$ cat config.mk
export PLATFORM = sky130hd
export DESIGN_NAME = div17x8_seq
export DESIGN_NICKNAME = d
export VERILOG_FILES = /design/src/rtl/div17x8_seq.sv
export SDC_FILE = /design/constraint.sdc
export NUM_CORES = 1
export LEC_CHECK = 0
export ABC_AREA = 1
export CAP_MARGIN = 25
export CORE_MARGIN = 3
export CORE_UTILIZATION = 53
export CTS_CLUSTER_SIZE = 16
export DETAILED_ROUTE_END_ITERATION = 10
export PLACE_DENSITY_LB_ADDON = 0.05
export SYNTH_ARGS = -nofsm -noshare
export SYNTH_HDL_FRONTEND = slang
export SYNTH_SLANG_ARGS = --single-unit
export TNS_END_PERCENT = 20
$ cat constraint.sdc
create_clock -name clk -period 2.3 [get_ports clk]
set_input_delay 0.575 -clock clk [delete_from_list [all_inputs] [get_ports clk]]
set_output_delay 0.575 -clock clk [all_outputs]
set_load 0.02 [all_outputs]
$ cat src/rtl/div17x8_seq.sv
// Iterative restoring unsigned divider: NSIZE-bit dividend by DSIZE-bit divisor,
// one quotient bit per clock, start/busy/done handshake with held results.
module div17x8_seq #(
  parameter int unsigned NSIZE = 17,
  parameter int unsigned DSIZE = 8
) (
  input  logic             clk,
  input  logic             rst,
  input  logic             start,
  input  logic [NSIZE-1:0] dividend,
  input  logic [DSIZE-1:0] divisor,
  output logic             busy,
  output logic             done,
  output logic [NSIZE-1:0] quotient,
  output logic [DSIZE-1:0] remainder,
  output logic             div_by_zero
);

  localparam int unsigned CntW = $clog2(NSIZE);

  typedef enum logic [1:0] {
    StIdle,
    StRun,
    StZero
  } state_e;

  state_e state_q, state_d;

  // Working register: dividend bits leave at the top while quotient bits
  // enter at the bottom, so after NSIZE steps it holds the quotient.
  logic [NSIZE-1:0] work_q, work_d;
  logic [DSIZE-1:0] dvs_q, dvs_d;
  logic [DSIZE:0]   part_q, part_d;
  logic [CntW-1:0]  cnt_q, cnt_d;

  logic [NSIZE-1:0] quo_q, quo_d;
  logic [DSIZE-1:0] rem_q, rem_d;
  logic             dbz_q, dbz_d;
  logic             done_q, done_d;

  // One restoring step on the partial remainder.
  logic [DSIZE:0] part_shift;
  logic [DSIZE:0] part_next;
  logic           q_bit;

  always_comb begin
    part_shift = {part_q[DSIZE-1:0], work_q[NSIZE-1]};
    q_bit      = (part_shift >= {1'b0, dvs_q});
    part_next  = q_bit ? (part_shift - {1'b0, dvs_q}) : part_shift;
  end

  always_comb begin
    state_d = state_q;
    work_d  = work_q;
    dvs_d   = dvs_q;
    part_d  = part_q;
    cnt_d   = cnt_q;
    quo_d   = quo_q;
    rem_d   = rem_q;
    dbz_d   = dbz_q;
    done_d  = 1'b0;

    unique case (state_q)
      StIdle: begin
        if (start) begin
          if (divisor != '0) begin
            state_d = StRun;
            work_d  = dividend;
            dvs_d   = divisor;
            part_d  = '0;
            cnt_d   = CntW'(NSIZE - 1);
          end else begin
            state_d = StZero;
          end
        end
      end

      StRun: begin
        part_d = part_next;
        work_d = {work_q[NSIZE-2:0], q_bit};
        cnt_d  = cnt_q - 1'b1;
        if (cnt_q == '0) begin
          state_d = StIdle;
          done_d  = 1'b1;
          quo_d   = {work_q[NSIZE-2:0], q_bit};
          rem_d   = part_next[DSIZE-1:0];
          dbz_d   = 1'b0;
        end
      end

      StZero: begin
        state_d = StIdle;
        done_d  = 1'b1;
        quo_d   = '1;
        rem_d   = '0;
        dbz_d   = 1'b1;
      end

      default: begin
        state_d = StIdle;
      end
    endcase
  end

  always_ff @(posedge clk) begin
    if (rst) begin
      state_q <= StIdle;
      work_q  <= '0;
      dvs_q   <= '0;
      part_q  <= '0;
      cnt_q   <= '0;
      quo_q   <= '0;
      rem_q   <= '0;
      dbz_q   <= 1'b0;
      done_q  <= 1'b0;
    end else begin
      state_q <= state_d;
      work_q  <= work_d;
      dvs_q   <= dvs_d;
      part_q  <= part_d;
      cnt_q   <= cnt_d;
      quo_q   <= quo_d;
      rem_q   <= rem_d;
      dbz_q   <= dbz_d;
      done_q  <= done_d;
    end
  end

  assign busy        = (state_q != StIdle);
  assign done        = done_q;
  assign quotient    = quo_q;
  assign remainder   = rem_q;
  assign div_by_zero = dbz_q;

endmodule
Word level (Yosys, flattened, before mapping)

Index checks and enable logic that the tools add are counted.

Flip-flop bits (word level): 67

$lt $le $gt $ge: 1
Add/sub/neg operators: 2
Eq/ne operators: 5
Mux-type cells: 22
Reductions and logical operators: 10

Operators with widths:

| kind                                                | count |
|---|---|
| case mux 17 bit (2 select lines)                    | 2 |
| two-way mux 17 bit                                  | 3 |
| two-way mux 8 bit                                   | 4 |
| case mux 8 bit (2 select lines)                     | 2 |
| two-way mux 5 bit                                   | 2 |
| case mux 5 bit (2 select lines)                     | 1 |
| >= comparator 9 x 8 -> 1 bit                        | 1 |
| nonzero test 8 bit                                  | 1 |
| subtractor 8 bit                                    | 1 |
| two-way mux 2 bit                                   | 3 |
| inequality test 2 bit, second input constant        | 3 |
| AND reduction 3 bit                                 | 2 |
| nonzero test 2 bit                                  | 3 |
| logical NOT 5 bit                                   | 1 |
| subtractor 5 x 1 -> 5 bit, second input constant    | 1 |
| case mux 1 bit (2 select lines)                     | 2 |
| case mux 2 bit (2 select lines)                     | 1 |
| AND reduction 2 bit                                 | 2 |
| equality test 2 x 1 -> 1 bit, second input constant | 1 |
| equality test 2 bit, second input constant          | 1 |
| logical NOT 2 bit                                   | 1 |
| two-way mux 1 bit                                   | 2 |

Longest topological paths before layout

Word-level depth: 4
Mapped depth: 12
Mapped depth without buffers: 12

Least setup slack after synthesis

Ideal clock, no wire load.

Path kind: reg-to-reg
From: reg work_q[16]
To: reg part_q[4]
Path buffers: 0
Path slack: 0.683 ns
Data arrival time: 1.549 ns
Stages on the path, launching flop included: 13
Cells stage by stage: dfxtp_1 -> inv_1 -> ha_1 -> inv_1 -> fa_1 -> inv_1 -> nor2_1 -> nor2_1 -> xnor2_1 -> nand2_2 -> nand2_1 -> nand2_1 -> a21oi_2

Longest elaborated chain between the ends: 3

Ends and longest elaborated chain:

| item                                                             | line   | source |
|---|---|---|
| start, declared                                                  | 31     | `logic [NSIZE-1:0] work_q, work_d;` |
| start signal, assigned                                           | 118    | `work_q <= work_d;` |
| subtractor 8 bit or >= comparator 9 x 8 -> 1 bit (tied branches) | 49, 48 |  |
| two-way mux 8 bit *                                              | 49     | `part_next = q_bit ? (part_shift - {1'b0, dvs_q}) : part_shift;` |
| case mux 8 bit (2 select lines) *                                | 63     | `unique case (state_q)` |
| end signal, assigned                                             | 120    | `part_q <= part_d;` |
| end, declared                                                    | 33     | `logic [DSIZE:0] part_q, part_d;` |

Mark *: on every way between the ends. The rest lies on a longest branch, timed or not.
A chain may end at the register's enable or synchronous reset.

Final worst setup path

From: reg state_q[0]
To: out busy

Longest elaborated chain between the ends: 1

Ends and longest elaborated chain:

| item                   | line | source |
|---|---|---|
| start, declared        | 27   | `state_e state_q, state_d;` |
| start signal, assigned | 107  | `state_q <= StIdle;` |
| start signal, assigned | 117  | `state_q <= state_d;` |
| nonzero test 2 bit     | 129  | `assign busy = (state_q != StIdle);` |
| end, declared          | 12   | `output logic busy,` |

No other way between the ends.

==> reports/summary.txt <==
outcome: finished, final reports clean
post-synthesis cell area: 0.00331 mm²
vias in the first global route: 2,918
clock-pin slew on the worst setup and hold paths: 0.07 ns
CP peak stage delay: 0.37 ns
# diodes: 0
EDFF count, synth: 0
largest net degree at the start of global routing: 42
Hold Buf Count CTS: 0
postcts setup bufs: 0
Iteration-0 DRC Markers: 146
I/O pin cnt: 56
final worst slack: 0.216 ns
final core occ: 0.700
die width: 85.1 µm
crit path capture type: output pin
maximum VDD drop: 810 µV
Routed Antenna Nets: 0
FMAX: 480 MHz
H-tree lvl count: 3
CP Data Required Time: 1.73 ns
post-synthesis sequential area ratio: 0.405
Layout Skew: 0.00912 ns
post-synthesis average cell area: 7.81 µm²
GR Overflow Total: 0
Max-cap violations: 0
# setup viols final: 0
area grow syn2layout: 26.5%
syn_nets: 466
Power Density: 988 mW/mm²
Hold WC Path Type: reg2reg
WS Path Type: reg2out
Core Region: 0.00599 mm²
fin crit period: 2.08 ns
Least-Margin Pin Slew: 0.611 ns
Die H: 85.1 µm
ys async rst share: 0
Slew HR: 0.592
CTS Sinks: 67
Critical Path Slowest Stage Cell: dfxtp_1
crit path cell chain: inv_1 -> ha_1 -> inv_1 -> dlygate4sd2_1
Fin. Hold Viols: 0
CTS tree: done
Placer Congestion: 0.828
Root Buffer: clkbuf_8
DP Area: 0.00393 mm²
Synthesis Warnings: 0
RSZ-0062 raised after global routing: no
pre-CTS setup slack: -0.256 ns
DR vias: 3,044
DRC Markers: 0
cell family with most CP delay: buffers and inverters
die area: 0.00724 mm²
post-synthesis register bit count: 67
cts bufs inserted: 9
total iterations of the first detailed-routing run: 4
Fillers: 501
critical path startpoint category: register
dpl hpwl: 5460 µm
Mapped Cells: 424
Final period util: 0.906
post-route cell area: 0.00419 mm²
R2R Setup Slk: 0.44 ns
clock latency on the worst-skew pair: 0.34 ns
Synth Flop Type: dfxtp_1
global-route wire length before repair: 13,200 µm
Crit path arrival time: 1.51 ns
Layout Nets: 524
layout cells sized above 1: 0.138
Pleak: 1.70 nW
Tot GR Track Use: 0.224
FP Rows: 28
most used cell, CP: inv_1
Total Wirelength: 7680 µm
crit-path max FO: 4
Final TNS setup: 0 ns
wire per inst: 13.7 µm
initial antenna violation count: 0
port bufs: 55
CP bufs+invs: 3
via/cell ratio: 5.42
Max clock buf depth: 2
Initial Utilization: 0.553
fin. max-slew vios: 0
Netlist cell types: 38
layer usage:
metal	wire, µm	vias up	GRT usage
met3	284	18	0.0515
met2	3730	57	0.372
met1	3500	1429	0.285
met4	167	0	0.0763
met5	0	-	0
li1	-	1540	-
synthesized netlist by cell type, types with 2 or more instances:
master    count  share of area
a21oi_1      32          0.048
a21oi_2       3         0.0079
a31oi_1      17          0.032
buf_2         5         0.0076
buf_4         4         0.0091
buf_6         3          0.010
clkbuf_1      9          0.010
dfxtp_1      67           0.40
ha_1         13          0.049
inv_1        37          0.042
inv_2         2         0.0023
nand2_1     105           0.12
nand2_2       8          0.015
nand3_1      40          0.060
nand3b_1      3         0.0068
nand4_1       2         0.0038
nor2_1       18          0.020
nor2_4        4          0.014
nor3_1        2         0.0030
o21ai_0      17          0.026
o21ai_4       2         0.0098
o221a_2      10          0.034
o22ai_1       2         0.0038
xnor2_1       3         0.0079
xor2_1        3         0.0079
layout by cell type, fill, tap and decap left out, types with 2 or more instances in the layout:
| cell | instances |
|---|---|
| xor2_1 | 3 |
| dfxtp_1 | 67 |
| clkdlybuf4s50_1 | 54 |
| nor3_1 | 2 |
| nand3_1 | 40 |
| clkbuf_8 | 10 |
| nor2_1 | 17 |
| o22ai_1 | 2 |
| nand3b_1 | 3 |
| xnor2_1 | 3 |
| nand2_2 | 8 |
| buf_4 | 13 |
| nand4_1 | 2 |
| o21ai_4 | 2 |
| bufinv_16 | 3 |
| ha_1 | 13 |
| nor2_2 | 2 |
| inv_2 | 2 |
| o21ai_0 | 17 |
| a21oi_2 | 2 |
| o221a_2 | 10 |
| nor2_4 | 4 |
| clkinv_4 | 2 |
| a21oi_1 | 32 |
| nand2_1 | 105 |
| inv_1 | 37 |
| a31oi_1 | 17 |
per-stage QoR:
step           total power (W)  hold slack (ns)  instances
2_1_floorplan          0.00253            0.435        424
5_1_grt                0.00440            0.490        562
3_5_place_dp           0.00295            0.456        546
6_report               0.00414            0.465        562
4_1_cts                0.00417            0.468        562
3_3_place_gp           0.00293            0.454        546
what timing repair did:
action                     4_1_cts  5_1_grt
pin swaps                        0        0
setup endpoints to repair        1       13
resized for setup                1        2
cloned                           0        0
final cells by class:
class                   instances  area [µm²]  share of cell area
multi-input cells             297        1710               0.409
flip-flops and latches         67        1340               0.320
repair buffers                 68         647               0.154
inverters                      39         146              0.0349
clock buffers                  10         138              0.0328
clock inverters                 6         113              0.0269
well taps                      75        93.8              0.0224
flip-flops by register name, indices dropped and copies added (netlist names):
register,flops
dvs_q,8
quotient,17
work_q,17
done,1
div_by_zero,1
state_q,2
remainder,8
part_q,8
cnt_q,5
worst paths after layout:
| kind | end | depth (start not counted) | start |
|---|---|---|---|
| min | dvs_q[5] | 2 | dvs_q[5] |
| max | busy | 4 | state_q[0] |
| max reg2reg | work_q[0] | 9 | state_q[0] |
| min reg2reg | dvs_q[5] | 2 | dvs_q[5] |
report_power, final:
group,internal (W),switching (W)
sequential,0.00133,0.000107
clock,0.000752,0.000464
combinational,0.000603,0.000887
worst register-to-register path, cell delays in order, from the launching register on:
cell,delay (ns)
dfxtp_1,0.33
inv_1,0.09
ha_1,0.25
nand2_1,0.07
inv_1,0.11
o21ai_4,0.09
buf_4,0.14
nor2_2,0.41
nand2_1,0.12
a31oi_1,0.19
logic make-up (layout without fill, tap and decap cells):
logic type	after synthesis	after routing	synth area share
AO/OA/AOI/OAI	88	88	0.175
XOR/XNOR	6	6	0.0159
adder cells (fa/ha/maj)	14	14	0.0551
buffers and inverters	60	123	0.0812
flip-flops	67	67	0.405
AND/OR/NAND/NOR	189	189	0.268
Power figures use the tool's default switching activity.
